File: src/rtl/mode_counter.sv
// mode_counter: prescaled up/down counter with free-run, modulo and one-shot modes.
// Ports: clk, rst_n, en, up, mode[1:0], load, load_data, limit, presc, cmp_val -> count, tc, cmp_match, done.
// Optional macro MODE_COUNTER_CMP_EN builds the compare-match logic; otherwise cmp_match is tied to 0.
module mode_counter #(
    parameter int WIDTH   = 32,
    parameter int PRESC_W = 8
) (
    input  logic               clk,
    input  logic               rst_n,
    input  logic               en,
    input  logic               up,
    input  logic [1:0]         mode,
    input  logic               load,
    input  logic [WIDTH-1:0]   load_data,
    input  logic [WIDTH-1:0]   limit,
    input  logic [PRESC_W-1:0] presc,
    input  logic [WIDTH-1:0]   cmp_val,
    output logic [WIDTH-1:0]   count,
    output logic               tc,
    output logic               cmp_match,
    output logic               done
);

    typedef enum logic [1:0] {
        MODE_FREE = 2'b00,
        MODE_MOD  = 2'b01,
        MODE_ONE  = 2'b10,
        MODE_RSV  = 2'b11
    } mode_e;

    logic [PRESC_W-1:0] psc_q, psc_d;
    logic [WIDTH-1:0]   count_q, count_d;
    logic               tc_q, tc_d;
    logic               done_q, done_d;
    logic               cmp_q, cmp_d;

    logic  tick;
    logic  terminal;
    logic  is_mod;
    logic  is_one;
    logic  wr;
    mode_e mode_s;

    assign mode_s = mode_e'(mode);
    assign is_mod = (mode_s == MODE_MOD);
    assign is_one = (mode_s == MODE_ONE);

    // Prescaler match; a presc lowered below psc wraps through 2^PRESC_W.
    assign tick = en && (psc_q == presc);

    // Modes 01/10 use >= so a load above limit terminates on the first tick.
    always_comb begin
        terminal = 1'b0;
        if (up) begin
            if (is_mod || is_one) begin
                terminal = (count_q >= limit);
            end else begin
                terminal = (count_q == {WIDTH{1'b1}});
            end
        end else begin
            terminal = (count_q == '0);
        end
    end

    always_comb begin
        psc_d   = psc_q;
        count_d = count_q;
        done_d  = done_q;
        tc_d    = 1'b0;
        wr      = 1'b0;
        if (load) begin
            count_d = load_data;
            psc_d   = '0;
            done_d  = 1'b0;
        end else if (en) begin
            if (tick) begin
                psc_d = '0;
                // An expired one-shot ignores ticks until reloaded.
                if (!done_q) begin
                    if (terminal) begin
                        tc_d = 1'b1;
                        unique case (1'b1)
                            is_one: begin
                                done_d = 1'b1;
                            end
                            is_mod: begin
                                count_d = up ? '0 : limit;
                                wr      = 1'b1;
                            end
                            default: begin
                                count_d = up ? '0 : {WIDTH{1'b1}};
                                wr      = 1'b1;
                            end
                        endcase
                    end else begin
                        if (up) begin
                            count_d = count_q + WIDTH'(1);
                        end else begin
                            count_d = count_q - WIDTH'(1);
                        end
                        wr = 1'b1;
                    end
                end
            end else begin
                psc_d = psc_q + PRESC_W'(1);
            end
        end
    end

`ifdef MODE_COUNTER_CMP_EN
    // Only a tick that writes count can raise the compare pulse.
    always_comb begin
        cmp_d = wr && (count_d == cmp_val);
    end
`else
    logic unused_cmp;
    assign unused_cmp = ^{cmp_val, wr};
    always_comb begin
        cmp_d = 1'b0;
    end
`endif

    always_ff @(posedge clk or negedge rst_n) begin
        if (!rst_n) begin
            psc_q   <= '0;
            count_q <= '0;
            tc_q    <= 1'b0;
            done_q  <= 1'b0;
            cmp_q   <= 1'b0;
        end else begin
            psc_q   <= psc_d;
            count_q <= count_d;
            tc_q    <= tc_d;
            done_q  <= done_d;
            cmp_q   <= cmp_d;
        end
    end

    assign count     = count_q;
    assign tc        = tc_q;
    assign done      = done_q;
    assign cmp_match = cmp_q;

endmodule

File: config.mk
export PLATFORM = sky130hd
export DESIGN_NAME = mode_counter
export DESIGN_NICKNAME = d
export VERILOG_FILES = /design/src/rtl/mode_counter.sv
export SDC_FILE = /design/constraint.sdc
export NUM_CORES = 1
export LEC_CHECK = 0
export ABC_AREA = 1
export CORE_ASPECT_RATIO = 1.5
export CORE_UTILIZATION = 35
export CTS_BUF_LIST = sky130_fd_sc_hd__clkbuf_8
export CTS_CLUSTER_DIAMETER = 30
export DETAILED_ROUTE_END_ITERATION = 10
export HOLD_SLACK_MARGIN = 0.15
export PLACE_DENSITY = 0.6
export SLEW_MARGIN = 20
export SYNTH_ARGS = -nofsm -noshare
export SYNTH_HDL_FRONTEND = slang
export SYNTH_SLANG_ARGS = --single-unit
File: constraint.sdc
create_clock -name clk -period 2.2 [get_ports clk]
set_clock_uncertainty 0.05 [all_clocks]
set_input_delay 0.66 -clock clk [delete_from_list [all_inputs] [get_ports clk]]
set_output_delay 0.66 -clock clk [all_outputs]
set_load 0.05 [all_outputs]
---- Word level (Yosys, flattened, before mapping) ----
Index checks and enable logic that the tools add are counted.
word-level totals
  register bits after elaboration ......... 42
  logic and storage cells ................. 46
  input port bits ......................... 111
  output and inout port bits .............. 35
cells by class
  multiplexer cells ....................... 25
  $add $sub $neg .......................... 3
  $lt $le $gt $ge ......................... 1
  eq/ne operators ......................... 6
  reduce and logical (&&, ||, !) cells .... 7
operator list
  operator                 number
  $mux W32                 8
  $pmux W32 S2             1
  $add A32 B1 Y32 const B  1
  $eq A32 B32 Y1 const B   1
  $ge A32 B32 Y1           1
  $logic_not A32 Y1        1
  $sub A32 B1 Y32 const B  1
  $mux W8                  3
  $mux W1                  13
  $add A8 B1 Y8 const B    1
  $eq A8 B8 Y1             1
  $reduce_and A4 Y1        1
  $reduce_bool A2 Y1       2
  $ne A3 B3 Y1 const B     1
  $eq A2 B1 Y1 const B     1
  $eq A2 B2 Y1 const B     1
  $ne A2 B2 Y1 const B     1
  $reduce_and A2 Y1        1
  $logic_and A1 B1 Y1      1
  $logic_or A1 B1 Y1       1

---- Logic depth before layout (Yosys ltp) ----
  depth after elaboration ................. 9
  depth in mapped cells ................... 21
  mapped depth without buffers ............ 20

---- Worst setup path after synthesis ----
Ideal clock, no wire load.
  path type ............................... input to register
  start ................................... input port up
  end ..................................... register count_q[18], in the netlist count[18]
  stages on the path ...................... 14
  path slack .............................. -699 ps
  setup time .............................. 66 ps
  arrival time ............................ 2782 ps
  data required time ...................... 2084 ps
  path buffers ............................ 0
  cells stage by stage .................... inv_1 -> ha_1 -> or2_2 -> nand3b_1 -> nand2_1 -> nand2_1 -> nand2_1 -> nand2_1 -> nand3_1 -> nand2_1 -> nand3_1 -> a21oi_1 -> nand2_1 -> nand2_1
between the ends
  longest elaborated chain between the ends .. 7
  elaborated cells on any way between the ends .. 12
  those cells by class .................... eq/ne: 1; mux: 10; reduce/logical: 1
ends and longest elaborated chain
  what                                line    RTL
  from (decl)                         11      input logic up,
  $mux W32, on equally long branches  91, 87
  $pmux W32 S2                        82      unique case (1'b1)
  $mux W32                            80      if (terminal) begin
  $mux W32                            79      if (!done_q) begin
  $mux W32                            76      if (tick) begin
  $mux W32                            75      end else if (en) begin
  $mux W32                            71      if (load) begin
  to (signal assigned)                132     count_q <= count_d;
  to (decl)                           32      logic [WIDTH-1:0] count_q, count_d;
Several ways; a longest one is shown, not always the timed one. The select of a mux whose other input is x is not followed.
A chain may end at the register's enable or synchronous reset.

---- Final worst setup path ----
  start ................................... register count_q[9], in the netlist count[9]
  end ..................................... register count_q[18], in the netlist count[18]
between the ends
  longest elaborated chain between the ends .. 8
  elaborated cells on any way between the ends .. 15
  those cells by class .................... add/sub: 2; order compare: 1; eq/ne: 2; mux: 8; reduce/logical: 2
ends and longest elaborated chain
  what                                                     line    RTL
  $ge A32 B32 Y1 / $eq A32 B32 Y1 (equally long branches)  56, 58
  $mux W1                                                  55      if (is_mod || is_one) begin
  $mux W1                                                  54      if (up) begin
  $mux W32                                                 80
  $mux W32                                                 79
  $mux W32                                                 76
  $mux W32                                                 75
  $mux W32                                                 71
Several ways; a longest one is shown, not always the timed one. The select of a mux whose other input is x is not followed.

==> flow_summary_export.csv <==
group,metric,value,unit
synth,syn_avg_cell_area,5.73,um^2
cells_and_area,fillCellCount,1351,
synth,synth_top_area_cell,"nand2_1",
timing,rsz0062_at_grt,"true",
timing,setup_violations,34,
setup_path,critical_path_buf_inv_count,5,
setup_path,critPathMaxFanout,6,
clocking,cts_made_buffers,5,
floorplanning,dieWidth,109,um
synth,yosys_warnings,0,
routing,wire_per_inst,18.7,um
grt,grt_overflow_total,0,
cells_and_area,final_cell_mix,"nand2_1, buf_4, inv_1",
setup_path,critPathRequiredTime,2390,ps
clocking,clk_latency,330,ps
cells_and_area,final_common_cell,"nand2_1",
cells_and_area,finalNonFillerCells,1595,
timing,slew_viol_final,0,
synth,synth_ff_type,"dfrtp_1",
floorplanning,core_area,16800,um^2
run_status,status,"finished, violations left",
place,place_area,8710,um^2
synth,ys_top_cells_by_area,"nand2_1, dfrtp_1, ha_1, inv_1, a21oi_1",
power,p_leak,5.84,nW
power,vdd_ir_drop_max,418,uV
synth,ys_seq_area_share,17.4,%
setup_path,critPathMaxStageDelay,420,ps
timing,max_slew_margin,66.5,%
clocking,clkSlewWorstSetupHoldPaths,110,ps
floorplanning,dieArea,17800,um^2
floorplanning,io_pins,146,
grt,grt_pass1_vias,8459,
routing,drt_first_pass_iters,5,
timing,final-hold-violation-count,0,
cells_and_area,seq_area,1070,um^2
run_status,violations,"setup timing",
timing,timing.hold.ws,230,ps
synth,synth_cell_types,38,
timing,finalCritPeriodShare,121,%
grt,grtUsageTotal,31.1,%
timing,fmax,377,MHz
timing,timing.final.ws_setup,-454,ps
clocking,h-tree-depth,2,
grt,grt_max_degree,43,
setup_path,crit_path_start_kind,"flip-flop",
place,dp.cells,1528,
cells_and_area,drive_above_1_share,48.5,%
clocking,cts_sinks,42,
place,hpwl,19200,um
clocking,root_buffer,"clkbuf_8",
cells_and_area,multiInputGateArea,6030,um^2
timing,tightest_slew,501,ps
clocking,cts_tree,"done",
synth,yosysTopAreaCellShare,26.0,%
floorplanning,die_h,163,um
setup_path,path_cells,"buf_4, buf_4, nand4_1, nor2_1, nand4_1, a21oi_1, nand2_4, nand2_4, nand3_4, nand2_8, buf_16, buf_12, clkinv_8, nand2_1, nand2_1",
synth,syn_nets,1231,
timing,min_period,2650,ps
grt,grt_pass1_wl,42000,um
routing,wirelength,29900,um
cells_and_area,syn2layout_area_growth,88.4,%
synth,synth_edf_count,0,
place,post-place-ws,-1250,ps
cells_and_area,nets,1561,
routing,vias,8633,
power,powerDensity,727,nW/um^2
grt,antenna_found_initial,0,
routing,avgViaCountPerCell,5.41,
setup_path,path_class,"flip-flop to flip-flop",
floorplanning,rows,58,
synth,syn_inst,1054,
setup_path,cp_top_family,"simple AND/OR/NAND/NOR gates",
place,portBuffers,112,
synth,async_flop_share,100,%
setup_path,cp_slowest_cell,"dfrtp_2",
routing,ant_nets,0,
setup_path,arrival,2840,ps
cells_and_area,stdcell_area,11400,um^2
setup_path,critPathCaptureType,"flip-flop",
clocking,cts_buffer_depth,2,
floorplanning,start_util,35.9,%
flow_run,max-cap-violations,0,
routing,first_iter_violations,622,
worst_hold_path,min_path_type,"input port to async pin",
routing,drc_errors,0,
cells_and_area,insertedDiodeCount,0,
synth,syn_area,6040,um^2
place,place.gp.congestion,0.976,
synth,ys_ff_latch,42,
flip-flops by register name, indices dropped and copies added, names as in the netlist:
| register | count |
|---|---|
| count | 32 |
| psc_q | 8 |
| done | 1 |
| tc | 1 |
report_power, final:
part           switching (mW)  internal (mW)
Clock                   0.374          0.231
Sequential              0.244          0.926
Combinational            3.62           2.88
cells by family (layout without fill, tap and decap cells):
logic type      count (synthesis)  count (layout)  share of synthesized area (%)
buf+inv                       181             512                           11.9
simple gates                  640             640                           44.8
other cells                     1               1                         0.0621
flops                          42              42                           17.4
fa+ha+maj                      66              66                           13.8
compound gates                102             102                           8.89
xor+xnor                       22              22                           3.19
metal layers:
metal  track usage, %  up-vias  wire (um)
met5                0        -          0
met4             21.3        0       2290
met3             4.96      168       2020
met2             54.9      405      15200
met1             33.1     4048      10400
li1                 -     4012          -
area by class of cell:
cell class,instances,share of cell area (%)
tap,210,2.31
timing repair inverter,3,0.429
clock buffer,5,0.605
clock inverter,3,0.220
multi-input combinational,831,53.1
sequential,42,9.43
timing repair buffer,346,28.5
inverter,155,5.47
repair_timing:
action,4_1_cts,5_1_grt
hold buffers,0,0
endpoints found under the hold margin,0,0
pin swaps,107,97
gates cloned,11,2
endpoints found under the setup margin,34,35
resized for setup,362,191
buffers inserted,35,18
cell usage after synthesis (2+ instances only):
| master | number |
|---|---|
| buf_2 | 6 |
| xor2_1 | 20 |
| o21bai_1 | 3 |
| inv_1 | 151 |
| nor2_1 | 78 |
| a21oi_1 | 76 |
| or2_2 | 14 |
| xnor2_1 | 2 |
| buf_4 | 4 |
| nor4_1 | 4 |
| and2_1 | 6 |
| o21ai_1 | 8 |
| and3_1 | 2 |
| nand2_2 | 2 |
| ha_1 | 65 |
| nand4_1 | 33 |
| inv_2 | 3 |
| dfrtp_1 | 42 |
| nand3_1 | 67 |
| o21a_1 | 3 |
| clkbuf_1 | 14 |
| nor3_1 | 10 |
| nand2_1 | 418 |
| buf_6 | 2 |
| o21ai_0 | 8 |
metrics by stage:
stage	total power [mW]	setup TNS (ps)	util, %
final	8.27	-12490	67.5
after global routing	8.71	-14230	67.5
after CTS	7.31	-6060	62.2
after detailed placement	5.64	-39020	51.7
after global placement	5.61	-38590	51.7
after floorplan	3.64	-14410	-
final timing paths:
path / cells after the start / end / slack, ps / from
max in group asynchronous: 2 / count[10]$_DFFE_PN0P_ / 1580 / rst_n
min in group clk: 1 / tc$_DFF_PN0_ / 470 / done$_DFFE_PN0P_
worst max-delay path: 15 / count[18]$_DFFE_PN0P_ / -450 / count[9]$_DFFE_PN0P_
worst min register to register: 1 / tc$_DFF_PN0_ / 470 / done$_DFFE_PN0P_
worst max register to register: 15 / count[18]$_DFFE_PN0P_ / -450 / count[9]$_DFFE_PN0P_
worst min-delay path: 2 / count[20]$_DFFE_PN0P_ / 230 / rst_n
Power figures use the tool's default switching activity.
